## config.mk

```make
export PLATFORM = sky130hd
export DESIGN_NAME = pulpino_gpio_bank
export DESIGN_NICKNAME = d
export VERILOG_FILES = /design/src/rtl/pulpino_gpio_pkg.sv /design/src/rtl/gpio_pin_filter.sv /design/src/rtl/pulpino_gpio_bank.sv
export SDC_FILE = /design/constraint.sdc
export NUM_CORES = 1
export LEC_CHECK = 0
export BUFFER_PORTS_ARGS = -buffer_cell sky130_fd_sc_hd__buf_2
export CORE_AREA = 10 10 227 229
export DETAILED_ROUTE_END_ITERATION = 10
export DIE_AREA = 0 0 237 239
export PLACE_DENSITY = 0.84
export SLEW_MARGIN = 20
export SYNTH_ARGS = -nofsm -noshare
export SYNTH_HDL_FRONTEND = slang
export SYNTH_SLANG_ARGS = --single-unit
export TNS_END_PERCENT = 20
```

## constraint.sdc

```tcl
create_clock -name clk -period 29.8 [get_ports clk]
set_clock_uncertainty 0.05 [all_clocks]
set_input_delay 5.96 -clock clk [delete_from_list [all_inputs] [get_ports clk]]
set_output_delay 5.96 -clock clk [all_outputs]
set_load 0.02 [all_outputs]
```

## src/rtl/pulpino_gpio_pkg.sv

```systemverilog
// Shared constants for the PULPino GPIO bank: register byte offsets, pin limit
// and register index helpers.
package pulpino_gpio_pkg;

   localparam int NPINS_MAX = 32;
   localparam int REG_IDX_W = 3;

   localparam logic [4:0] GPIO_DIR      = 5'h00;
   localparam logic [4:0] GPIO_OUT      = 5'h04;
   localparam logic [4:0] GPIO_IN       = 5'h08;
   localparam logic [4:0] GPIO_INTEN    = 5'h0C;
   localparam logic [4:0] GPIO_RISE     = 5'h10;
   localparam logic [4:0] GPIO_FALL     = 5'h14;
   localparam logic [4:0] GPIO_STATUS   = 5'h18;
   localparam logic [4:0] GPIO_DEBOUNCE = 5'h1C;

   function automatic logic [REG_IDX_W-1:0] reg_idx(input logic [4:0] off);
      return off[4:2];
   endfunction

endpackage

```

## src/rtl/gpio_pin_filter.sv

```systemverilog
// Per-pin input conditioning: 2-flop synchroniser, debounce filter, edge pulses.
// Latency: pad to deb 3 cycles at threshold 0, 3 + threshold otherwise.
// Backpressure: none; free-running every cycle.
module gpio_pin_filter #(
   parameter int DB_W = 8
) (
   input  logic            clk,
   input  logic            rst,
   input  logic            pin,
   input  logic [DB_W-1:0] db_thresh,
   output logic            deb,
   output logic            rise,
   output logic            fall
);

   logic            meta;
   logic            sync;
   logic            deb_q;
   logic [DB_W-1:0] cnt;

   // The >= compare both saturates the counter and lets a lowered threshold
   // take effect on the very next cycle when the count is already past it.
   always_ff @(posedge clk or posedge rst) begin
      if (rst) begin
         meta  <= 1'b0;
         sync  <= 1'b0;
         deb   <= 1'b0;
         deb_q <= 1'b0;
         cnt   <= '0;
      end else begin
         meta  <= pin;
         sync  <= meta;
         deb_q <= deb;
         if (sync == deb) begin
            cnt <= '0;
         end else if (cnt >= db_thresh) begin
            deb <= sync;
            cnt <= '0;
         end else begin
            cnt <= cnt + DB_W'(1);
         end
      end
   end

   assign rise = deb & ~deb_q;
   assign fall = ~deb & deb_q;

endmodule

```

## src/rtl/pulpino_gpio_bank.sv

```systemverilog
// APB-controlled GPIO bank with debounced inputs and sticky edge interrupts.
// Latency: zero-wait APB, register writes visible on pins one cycle later.
// Backpressure: none; pready is tied high.
module pulpino_gpio_bank
   import pulpino_gpio_pkg::*;
#(
   parameter int NPINS = 32,
   parameter int DB_W  = 8
) (
   input  logic             clk,
   input  logic             rst,
   input  logic             psel,
   input  logic             penable,
   input  logic             pwrite,
   input  logic [4:0]       paddr,
   input  logic [31:0]      pwdata,
   output logic [31:0]      prdata,
   output logic             pready,
   output logic             pslverr,
   input  logic [NPINS-1:0] gpio_in,
   output logic [NPINS-1:0] gpio_out,
   output logic [NPINS-1:0] gpio_dir,
   output logic             irq_o
);

   logic [NPINS-1:0]     dir_r, out_r, inten_r, rise_r, fall_r, status_r;
   logic [NPINS-1:0]     status_set, status_clr, status_nxt;
   logic [NPINS-1:0]     deb, rise_ev, fall_ev;
   logic [DB_W-1:0]      debounce_r;
   logic [REG_IDX_W-1:0] idx;
   logic                 xfer, addr_err, wr_en, rd_en;
   logic [31:0]          rd_word;

   // Reset gates the access so a transfer caught by reset never commits.
   assign xfer     = psel & penable & ~rst;
   assign addr_err = |paddr[1:0];
   assign idx      = paddr[4:2];
   assign wr_en    = xfer & pwrite & ~addr_err;
   assign rd_en    = xfer & ~addr_err;

   assign pready   = 1'b1;
   assign pslverr  = xfer & addr_err;
   assign gpio_out = out_r;
   assign gpio_dir = dir_r;

   for (genvar i = 0; i < NPINS; i++) begin : g_pin
      gpio_pin_filter #(.DB_W(DB_W)) u_filt (
         .clk       (clk),
         .rst       (rst),
         .pin       (gpio_in[i]),
         .db_thresh (debounce_r),
         .deb       (deb[i]),
         .rise      (rise_ev[i]),
         .fall      (fall_ev[i])
      );
   end

   // New events are ORed in after the W1C mask so a same-cycle set wins.
   always_comb begin
      status_set = inten_r & ((rise_r & rise_ev) | (fall_r & fall_ev));
      status_clr = '0;
      if (wr_en && idx == reg_idx(GPIO_STATUS)) status_clr = pwdata[NPINS-1:0];
      status_nxt = (status_r & ~status_clr) | status_set;
   end

   always_ff @(posedge clk or posedge rst) begin
      if (rst) begin
         dir_r      <= '0;
         out_r      <= '0;
         inten_r    <= '0;
         rise_r     <= '0;
         fall_r     <= '0;
         status_r   <= '0;
         debounce_r <= '0;
         irq_o      <= 1'b0;
      end else begin
         status_r <= status_nxt;
         irq_o    <= |status_r;
         if (wr_en) begin
            case (idx)
               reg_idx(GPIO_DIR):      dir_r      <= pwdata[NPINS-1:0];
               reg_idx(GPIO_OUT):      out_r      <= pwdata[NPINS-1:0];
               reg_idx(GPIO_INTEN):    inten_r    <= pwdata[NPINS-1:0];
               reg_idx(GPIO_RISE):     rise_r     <= pwdata[NPINS-1:0];
               reg_idx(GPIO_FALL):     fall_r     <= pwdata[NPINS-1:0];
               reg_idx(GPIO_DEBOUNCE): debounce_r <= pwdata[DB_W-1:0];
               default: ;
            endcase
         end
      end
   end

   always_comb begin
      rd_word = '0;
      if (rd_en) begin
         case (idx)
            reg_idx(GPIO_DIR):      rd_word[NPINS-1:0] = dir_r;
            reg_idx(GPIO_OUT):      rd_word[NPINS-1:0] = out_r;
            reg_idx(GPIO_IN):       rd_word[NPINS-1:0] = deb;
            reg_idx(GPIO_INTEN):    rd_word[NPINS-1:0] = inten_r;
            reg_idx(GPIO_RISE):     rd_word[NPINS-1:0] = rise_r;
            reg_idx(GPIO_FALL):     rd_word[NPINS-1:0] = fall_r;
            reg_idx(GPIO_STATUS):   rd_word[NPINS-1:0] = status_r;
            reg_idx(GPIO_DEBOUNCE): rd_word[DB_W-1:0]  = debounce_r;
            default: ;
         endcase
      end
   end

   assign prdata = rd_word;

endmodule

```

# ---- Yosys cells after proc, flatten, opt, wreduce, memory -nomap -nowiden
# Index checks and enable logic that the tools add are counted.
# W data, S select, Z words.
dict set report totals {
  reg_bits 585
  out_inout_bits 99
  elab_cells 556
}
dict set report op_classes {
  addsub 32
  n_lt_le_gt_ge 32
  n_eq_ne 39
  n_mux 68
  n_bitwise 175
  n_reduce_logical 42
}
# cell n
set op_table {}
lappend op_table {{$mux W8} 64}
lappend op_table {{$add A8 B1 Y8 const B} 32}
lappend op_table {{$ge A8 B8 Y1} 32}
lappend op_table {{$pmux W24 S7} 1}
lappend op_table {{$and A32 B32 Y32} 4}
lappend op_table {{$not A1 Y1} 98}
lappend op_table {{$reduce_and A2 Y1} 38}
lappend op_table {{$and A1 B1 Y1} 70}
lappend op_table {{$mux W32} 2}
lappend op_table {{$or A32 B32 Y32} 2}
lappend op_table {{$pmux W8 S8} 1}
lappend op_table {{$eq A1 B1 Y1} 32}
lappend op_table {{$not A32 Y32} 1}
lappend op_table {{$reduce_or A32 Y1} 1}
lappend op_table {{$eq A3 B3 Y1 const B} 4}
lappend op_table {{$eq A3 B2 Y1 const B} 2}
lappend op_table {{$eq A3 B1 Y1 const B} 1}
lappend op_table {{$logic_not A3 Y1} 1}
lappend op_table {{$reduce_or A2 Y1} 1}
lappend op_table {{$logic_and A1 B1 Y1} 1}

# ---- Longest topological paths before layout
# Gate-level depths: netlist of run 1.
dict set report depth {
  depth_word 9
  depth_mapped 8
  depth_no_buf 6
}

# ---- By module
# A second synthesis of run 1 with hierarchy kept.
dict set report hier_totals {
  cells_unflattened 2892
  hier_area_um2 32615.0
}
# module instances cells_per_inst area_per_inst_um2 seq_area_each_um2
set by_module_without_submodules {}
lappend by_module_without_submodules {gpio_pin_filter 32 66 710.7 300.3}
lappend by_module_without_submodules {pulpino_gpio_bank 1 780 9873.2 5029.8}

# ---- Least setup slack after synthesis of run 1
# Ideal clock, no wire load.
dict set report synth_timing {
  path_type {input to output}
  startpoint {in paddr[1]}
  endpoint {out prdata[29]}
  t_arrival_ps 7624
  required_ps 23790
  setup_slack_ps 16166
  path_stages 6
  path_buffers 2
  cell_sequence {or2_1 or2_2 buf_2 o21bai_1 buf_2 a211oi_1}
}
dict set report synth_between {
  elab_chain_len 4
}
# item line
set synth_rtl {}
lappend synth_rtl {{start: declaration} pulpino_gpio_bank.sv:15} ;# input logic [4:0] paddr,
lappend synth_rtl {{$reduce_or A2 Y1} pulpino_gpio_bank.sv:36} ;# assign addr_err = |paddr[1:0];
lappend synth_rtl {{$not A1 Y1} pulpino_gpio_bank.sv:39} ;# assign rd_en = xfer & ~addr_err;
lappend synth_rtl {{$and A1 B1 Y1} pulpino_gpio_bank.sv:39}
lappend synth_rtl {{$mux W32} pulpino_gpio_bank.sv:95} ;# if (rd_en) begin
lappend synth_rtl {{end: declaration} pulpino_gpio_bank.sv:17} ;# output logic [31:0] prdata,
# Every way passes these cells.

# ---- Worst setup path in the final report of run 1
dict set report layout_timing {
  startpoint {in paddr[3]}
  endpoint {out prdata[16]}
}
dict set report layout_between {
  elab_chain_len 3
}
# item line
set layout_rtl {}
lappend layout_rtl {{$eq A3 B3 Y1 (tied with other cells)} pulpino_gpio_bank.sv:96} ;# case (idx)
lappend layout_rtl {{$pmux W24 S7 *} pulpino_gpio_bank.sv:96}
lappend layout_rtl {{$mux W32 *} pulpino_gpio_bank.sv:95}
# Mark *: on every way between the ends. The rest lies on a longest branch, timed or not.

==> results_dict.tcl, run 1 <==
set metrics [dict create \
    power_density_nw_per_um2 57.8 \
    syn-mean-instance-area_um2 11.4 \
    crit_required_ps 23790 \
    cts_tree "done" \
    use_met1_pct 33.7 \
    placed_area_um2 31800 \
    drv_slew 0 \
    rr_worst_depth 6 \
    dp_cells 3414 \
    tightest_slew_ps 1210 \
    cp_slowest_cell "o21bai_4" \
    hp-class "reg -> reg" \
    syn_inst 2659 \
    post_cts_resized 0 \
    fillCellCount 3127 \
    holdPathStages 0 \
    synth_edf_count 0 \
    htree_levels 2 \
    timing.hold.ws_ps 296 \
    first_pass_iters 5 \
    grt_overflow 0 \
    cellLeakagePower_nw 16.2 \
    ys.warnings.count 0 \
    grt_pass1_vias 23900 \
    hold_path_end "g_pin[0].u_filt.sync" \
    postRouteAntennaNets 0 \
    total_power_mw 1.96 \
    synth_flop_cell "dfrtp_1" \
    hold_path.startpoint "g_pin[0].u_filt.meta" \
    dp_slack_ps 15150 \
    portBuffers 171 \
    post-dp-hpwl_mm 52.7 \
    cts.sink_count 585 \
    finalSetupViolCount 0 \
    slew_headroom_pct 18.7 \
    r2r_setup_slack_ps 26630 \
    stdcell_count 3526 \
    antenna_found_initial 4 \
    holdBufCountCts 0 \
    path_cells "buf_4 > inv_1 > o21bai_4 > a21oi_1 > buf_2" \
    synth_cell_types 51 \
    cp.arrival_ps 8800 \
    top_usage_layer "met2" \
    final_util_pct 72.0 \
    gp_congestion 0.876 \
    use_met2_pct 45.9 \
    peakVddDrop_mv 0.0535 \
    syn_to_final_growth_pct 12.1 \
    die_area_um2 56600 \
    status "completed" \
    ios 173 \
    first_iter_violations 2087 \
    r2r_end "g_pin[1].u_filt.cnt[3]" \
    fmax_mhz 67.5 \
    nets 3222 \
    row_count 80 \
    drc_errors 0 \
    synth_seq_area_share_pct 48.4 \
    worstSetupStartpoint "paddr[3]" \
    core_area_um2 47100 \
    gr-usage-all-layers_pct 27.8 \
    netlist_area_um2 30300 \
    worstPathMaxFanout 61 \
    crit_type "in -> out" \
    cts_setup_buffers 0 \
    r2r_start "debounce_r[0]" \
    final.setup.tns_ps 0 \
    stdcell_area_um2 33900 \
    cts_buffer_depth 3 \
    synth-async-reset-ratio_pct 100 \
    via_per_inst 6.41 \
    grt_max_degree 139 \
    finalCritPeriodShare_pct 49.7 \
    layout_setup_ws_ps 14990 \
    die_w_um 237 \
    cts-root-buf "clkbuf_16" \
    hold_viol 0 \
    grt_use_met3_pct 6.72 \
    drv_cap 0 \
    cts_buffers 59 \
    syn_nets 3021 \
    fp.dieH_um 239 \
    min_period_ps 14810 \
    critical_path.startpoint_type "input pin" \
    start_util_pct 64.2 \
    grt_pass1_wl_mm 127 \
    drt_wl_total_mm 79.5 \
    vias 22600 \
    clk_pin_slew_ps 60 \
    drive_gt1_share_pct 17.7 \
    critPathMaxStageDelay_ps 870 \
    clkLatencyLatePin_ps 640 \
    rsz0062_at_grt "false" \
    wire_per_inst_um 22.5 \
    worstSetupEndpointType "primary output" \
    ys_seq_elements 585 \
]
-- per-layer routing --
metal / part of all wire [%] / routed length [um]
met5: 0.013 / 10
met4: 4.8 / 3810
met3: 8.8 / 7030
met2: 48 / 38000
met1: 38 / 30600
-- final cells by class --
type	count	area, um^2	area share [%]
multi-input combinational	1946	15200	44.7
timing repair buffer	189	1010	2.96
antenna	3	7.51	0.0221
tap	615	769	2.27
clock buffer	85	1710	5.03
inverter	79	304	0.896
clock inverter	24	343	1.01
sequential	585	14600	43.1
-- where the power goes --
group | switching, mW | total, mW | internal, mW
clock | 0.318 | 0.784 | 0.466
sequential | 0.0727 | 0.925 | 0.852
combinational | 0.149 | 0.253 | 0.103
total | 0.540 | 1.96 | 1.42
-- state kept, by name, indices dropped and copies added, names as in the netlist, 32 cells and up --
register	cells
status_r	32
rise_r	32
g_pin.u_filt.meta	32
g_pin.u_filt.deb_q	32
gpio_dir	32
inten_r	32
g_pin.u_filt.sync	32
fall_r	32
g_pin.u_filt.cnt	256
gpio_out	32
g_pin.u_filt.deb	32
-- cell usage in the layout (no fill, tap or decap), drive strengths merged, types with 12 or more instances in the layout --
cell type  count
a2111oi       32
a21oi         88
a22o          38
a22oi         15
and3          64
buf          189
clkbuf        85
clkinv        12
dfrtp        585
ha           288
inv           80
mux2         216
mux2i         27
mux4          21
nand2        143
nand2b        33
nand3        159
nand3b        16
nand4         36
nor2         310
o21a          64
o21ai         21
o22ai         20
o311ai        32
o31ai         32
xnor2         33
xor2         191
-- worst max-delay path by stage --
stage | to | slack [ps] | cells after the start
final | prdata[16] | 14990 | 5
after global routing | prdata[16] | 14930 | 5
after CTS | prdata[16] | 15150 | 5
after detailed placement | prdata[16] | 15150 | 5
after global placement | prdata[16] | 14910 | 7
after floorplan | debounce_r[0] | 7420 | 1
-- cells in the mapped netlist (33+ instances only) --
| library cell | n | area share (%) |
|---|---|---|
| dfrtp_1 | 585 | 48 |
| nor2_1 | 310 | 3.8 |
| ha_1 | 288 | 12 |
| xor2_1 | 191 | 5.5 |
| mux2_2 | 182 | 6.8 |
| nand3_1 | 159 | 2.6 |
| nand2_1 | 143 | 1.8 |
| a21oi_1 | 88 | 1.5 |
| inv_1 | 79 | 0.98 |
| and3_1 | 64 | 1.3 |
| o21a_1 | 64 | 1.6 |
| a22o_1 | 38 | 1.1 |
| nand4_1 | 35 | 0.72 |
| mux2_1 | 34 | 1.3 |
| buf_2 | 33 | 0.55 |
| nand2b_1 | 33 | 0.68 |
| xnor2_1 | 33 | 0.96 |
-- critical path: cells and delay by family --
| family | cells | cell delay [ps] |
|---|---|---|
| AO/OA/AOI/OAI | 2 | 1120 |
| buffers and inverters | 3 | 1640 |
-- kinds of logic (layout without fill, tap and decap cells) --
group | Yosys count | after routing | synth area share [%]
AND/OR/NAND/NOR | 788 | 788 | 12.0
AO/OA/AOI/OAI | 381 | 381 | 8.95
XOR/XNOR | 224 | 224 | 6.48
adder cells (fa/ha/maj) | 288 | 288 | 11.9
multiplexers | 264 | 264 | 10.5
other | 1 | 4 | 0.0124
flip-flops | 585 | 585 | 48.4
buffers and inverters | 128 | 377 | 1.74
(Power assumes the default switching activity.)
==> run 2: changes to the inputs <==
Settings changed: ABC_AREA set to 1, CORE_AREA 10 10 227 229 to 10 10 248 250, DIE_AREA 0 0 237 239 to 0 0 258 260, PLACE_DENSITY 0.84 to 0.76.
Clock period 29.8 ns to 12.9 ns, I/O delays scaled along.
==> results_dict.tcl, run 2 <==
set metrics [dict create \
    synth_area_leaders "dfrtp_1 (47%), ha_1 (12%), nand2_1 (11%)" \
    postRouteAntennaNets 0 \
    antenna_found_initial 3 \
    finalCritPeriodShare_pct 63.8 \
    cp_slowest_cell "inv_2" \
    hp-class "reg -> reg" \
    first_iter_violations 2287 \
    nets 4221 \
    clk_pin_slew_ps 60 \
    power_density_nw_per_um2 127 \
    yosysMostFrequentCell "nand2_1" \
    die_w_um 258 \
    multiInputGateArea_um2 15000 \
    fmax_mhz 122 \
    min_period_ps 8230 \
    gr-usage-all-layers_pct 24.0 \
    netlist_top_cells_count "nand2_1 (911), dfrtp_1 (585), nor2_1 (475)" \
    cts_setup_buffers 0 \
    syn_to_final_growth_pct 12.5 \
    grt_pass1_vias 24100 \
    drv_cap 0 \
    cp.arrival_ps 5600 \
    rsz0062_at_grt "false" \
    syn-mean-instance-area_um2 8.49 \
    cts_buffer_depth 3 \
    htree_levels 2 \
    layout_commonest_cell "nand2_1" \
    placed_area_um2 33000 \
    core_area_um2 56300 \
    synth.largest_area_cell "dfrtp_1" \
    row_count 87 \
    synth_seq_area_share_pct 46.9 \
    cellLeakagePower_nw 17.6 \
    cts.sink_count 585 \
    portBuffers 171 \
    hold_viol 0 \
    vias 25100 \
    via_per_inst 5.39 \
    synth_cell_types 32 \
    critPathMaxStageDelay_ps 680 \
    start_util_pct 55.5 \
    first_pass_iters 6 \
    peakVddDrop_mv 0.112 \
    fillCellCount 4838 \
    drv_slew 0 \
    finalSetupViolCount 0 \
    syn_nets 4036 \
    cts-root-buf "clkbuf_16" \
    tightest_slew_ps 974 \
    final_cell_mix "nand2_1 (911), dfrtp_1 (584), nor2_1 (475)" \
    status "completed" \
    die_area_um2 67100 \
    syn_inst 3674 \
    synth-async-reset-ratio_pct 100 \
    stdcell_area_um2 35100 \
    synth_top_area_share_pct 46.9 \
    cts_buffers 61 \
    largest_reg_flops 256 \
    netlist_area_um2 31200 \
    post_cts_resized 0 \
    top_register "g_pin.u_filt.cnt" \
    slew_headroom_pct 35.1 \
    drt_wl_total_mm 80.8 \
    ys.warnings.count 0 \
    ys_seq_elements 585 \
    holdBufCountCts 0 \
    synth_flop_cell "dfrtp_1" \
    grt_max_degree 170 \
    total_power_mw 4.44 \
    worstPathMaxFanout 60 \
    seq_area_um2 14600 \
    gp_congestion 0.886 \
    path_cells "buf_2 > buf_4 > inv_2 > nand3_2 > inv_2 > nand2_1 > nand2_1 > nor2_1 > a21oi_1 > buf_2" \
    drc_errors 0 \
    ios 173 \
    crit_required_ps 10270 \
    cts_tree "done" \
    clkLatencyLatePin_ps 630 \
    wire_per_inst_um 17.3 \
    synth_edf_count 0 \
    grt_pass1_wl_mm 129 \
    fp.dieH_um 260 \
    drive_gt1_share_pct 9.16 \
    post-dp-hpwl_mm 52.4 \
    grt_overflow 0 \
    worstSetupEndpointType "primary output" \
    crit_type "in -> out" \
    critical_path.startpoint_type "input pin" \
]
## run 2: cell count changes after synthesis, sizes merged, moves of 38 or more
cell | before | now
o21ai | 21 | 250
a22o | 38 | 0
nand3 | 159 | 217
and3 | 64 | 0
nor2 | 310 | 478
nand2 | 143 | 913
mux2 | 216 | 0
inv | 79 | 369
## run 2: kinds of logic after synthesis
family | after synthesis | synth area share (%)
and+or+nand+nor | 1735 | 23.1
AOI/OAI and AO/OA | 399 | 6.71
adders and majority gates | 288 | 11.5
xor gates and xnor gates | 224 | 6.29
buffers and inverters | 442 | 5.48
DFF | 585 | 46.9
other | 1 | 0.0120
## run 2: where the power goes
| part | internal [mW] | leakage (nW) | total [mW] | switching, mW |
|---|---|---|---|---|
| Combinational | 0.172 | 8.94 | 0.544 | 0.372 |
| Clock | 1.05 | 1.03 | 1.81 | 0.759 |
| Sequential | 1.96 | 7.68 | 2.09 | 0.129 |
## run 2: area by class of cell
class                      instances  area share [%]
clock buffer                      87            5.05
antenna                            4          0.0285
clock inverter                    27           0.791
multi-input combinational       2647            42.7
tap                              756            2.69
sequential                       585            41.7
timing repair buffer             195            3.06
inverter                         369            3.99
## run 2: metal layers
layer	global-route usage (%)	vias up	wire length (um)
met4	8.17	0	2470
li1	-	12200	-
met2	37.7	869	36100
met3	5.49	160	6870
met5	0	-	0
met1	32.3	11900	35400
## run 2: through the flow
step / hold slack, ps / TNS (ps) / instances / utilization (%) / setup slack [ps]
after floorplan: 281 / -71490 / 3674 / - / -2220
after global placement: 282 / 0 / 4551 / 58.6 / 4910
after detailed placement: 286 / 0 / 4551 / 58.6 / 4880
after CTS: 299 / 0 / 4665 / 62.3 / 4830
after global routing: 301 / 0 / 4667 / 62.4 / 4640
final: 296 / 0 / 4670 / 62.4 / 4670
## run 2: worst paths after layout
path                       slack (ps)  cells past startpoint                  from                       to
setup reg to reg                10440                     10         debounce_r[1]  g_pin[17].u_filt.cnt[5]
min in group asynchronous        2130                      3                   rst     g_pin[6].u_filt.meta
setup / recovery                 4670                     10              paddr[2]               prdata[31]
max in group asynchronous        8410                      5                   rst  g_pin[13].u_filt.cnt[5]
hold reg to reg                   300                      0  g_pin[6].u_filt.meta     g_pin[6].u_filt.sync
hold / removal                    300                      0  g_pin[6].u_filt.meta     g_pin[6].u_filt.sync
## run 2: worst max-delay path, delay by kind of cell
kind	cells	cell delay, ps
AOI/OAI and AO/OA	1	330
buffers and inverters	5	1800
and+or+nand+nor	4	840
==> run 3: changes to the inputs <==
Clock period 12.9 ns to 7.52 ns, I/O delays scaled along.
==> results_dict.tcl, run 3 (synthesized netlist as in run 2, its figures left out) <==
set metrics [dict create \
    status "completed" \
    critPathMaxStageDelay_ps 850 \
    ios 173 \
    r2r_setup_slack_ps 5070 \
    grt_pass1_wl_mm 131 \
    cts_tree "done" \
    nets 4223 \
    tightest_slew_ps 959 \
    post-dp-hpwl_mm 53.4 \
    min_period_ps 5760 \
    power_density_nw_per_um2 225 \
    cts_buffer_depth 3 \
    start_util_pct 55.5 \
    vias 25300 \
    finalSetupViolCount 0 \
    drv_slew 0 \
    htree_levels 2 \
    cpMostUsedCell "buf_2" \
    gp_congestion 0.896 \
    clkLatencyLatePin_ps 640 \
    hp-class "reg -> reg" \
    cts_setup_buffers 0 \
    wire_per_inst_um 17.5 \
    post_cts_resized 0 \
    fmax_mhz 174 \
    worstPathMaxFanout 45 \
    final_cell_mix "nand2_1 (911), dfrtp_1 (584), nor2_1 (475)" \
    slew_headroom_pct 35.5 \
    worstSetupEndpointType "primary output" \
    drv_cap 0 \
    holdPathStages 0 \
    fp.dieH_um 260 \
    die_area_um2 67100 \
    cellLeakagePower_nw 17.8 \
    gr-usage-all-layers_pct 24.3 \
    rsz0062_at_grt "false" \
    crit_type "in -> out" \
    final.setup.tns_ps 0 \
    final_util_pct 62.7 \
    cts_buffers 61 \
    first_iter_violations 2325 \
    hold_viol 0 \
    peakVddDrop_mv 0.189 \
    portBuffers 171 \
    finalCritPeriodShare_pct 76.6 \
    drive_gt1_share_pct 9.13 \
    crit_required_ps 5970 \
    largest_reg_flops 256 \
    first_pass_iters 6 \
    via_per_inst 5.43 \
    row_count 87 \
    rr_worst_depth 9 \
    grt_pass1_vias 24800 \
    drt_wl_total_mm 81.9 \
    critical_path.startpoint_type "input pin" \
    grt_overflow 0 \
    cp_slowest_cell "nand3_2" \
    holdBufCountCts 0 \
    cts-root-buf "clkbuf_16" \
    clk_pin_slew_ps 60 \
    syn_to_final_growth_pct 13.1 \
    fillCellCount 4714 \
    antenna_found_initial 7 \
    postRouteAntennaNets 0 \
    top_register "g_pin.u_filt.cnt" \
    die_w_um 258 \
    drc_errors 0 \
    core_area_um2 56300 \
    cts.sink_count 585 \
    grt_max_degree 158 \
    path_cells "buf_2 > buf_4 > nand3_2 > o21ai_0 > nor2_1 > a21oi_1 > buf_2" \
    layout_commonest_cell "nand2_1" \
    cp.arrival_ps 4200 \
]
[run 3: changes by cell type in the layout (fill, tap and decap cells not counted), moves of 2 or more]
cell	before	now
a21oi_1	81	90
diode_2	4	2
clkbuf_1	11	4
bufinv_16	5	13
clkbuf_16	61	63
clkinv_2	17	13
a21oi_2	29	20
buf_4	21	24
[run 3: stage by stage]
stage	hold WS, ps	instance area, um^2	setup slack [ps]	std cells	power, mW
floorplan	281	31300	-5450	3674	4.24
global placement	282	33000	1970	4553	4.53
detailed placement	286	33000	1950	4553	4.56
CTS	298	35300	1960	4665	7.99
global route	304	35300	1760	4668	8.29
finish	293	35300	1760	4668	7.94
[run 3: metal layers]
layer	track usage, %	vias up	share of wire (%)
li1	-	12200	-
met1	32.0	12000	43
met2	38.6	922	45
met3	5.06	178	8.2
met4	10.1	2	3.8
met5	0	-	0.017
[run 3: worst max-delay path: cells and delay by family]
family	cells	cell delay [ps]
AND/OR/NAND/NOR	2	950
buffers and inverters	3	930
AO/OA/AOI/OAI	2	810
[run 3: worst paths after layout]
check                                          endpoint                  start
worst max-delay path                         prdata[31]               paddr[4]
worst min-delay path              g_pin[26].u_filt.sync  g_pin[26].u_filt.meta
worst max register to register  g_pin[25].u_filt.cnt[0]          debounce_r[7]
worst min register to register    g_pin[26].u_filt.sync  g_pin[26].u_filt.meta
max in group asynchronous         g_pin[13].u_filt.sync                    rst
min in group asynchronous                   gpio_out[4]                    rst
[run 3: where the power goes]
part / internal, mW / leakage [nW] / total [mW] / switching, mW
clock: 2.11 / 1.13 / 3.41 / 1.30
combinational: 0.298 / 8.94 / 0.941 / 0.643
sequential: 3.36 / 7.68 / 3.58 / 0.226
total: 5.77 / 17.8 / 7.94 / 2.17
[run 3: cell type report]
type	count	area [um^2]	area share, %
multi-input cells	2647	14900	42.3
flip-flops and latches	585	14600	41.5
clock buffers	82	1800	5.09
inverters	369	1400	3.96
repair buffers	197	1080	3.07
well taps	756	946	2.68
clock inverters	30	488	1.38
diodes	2	5.00	0.0142
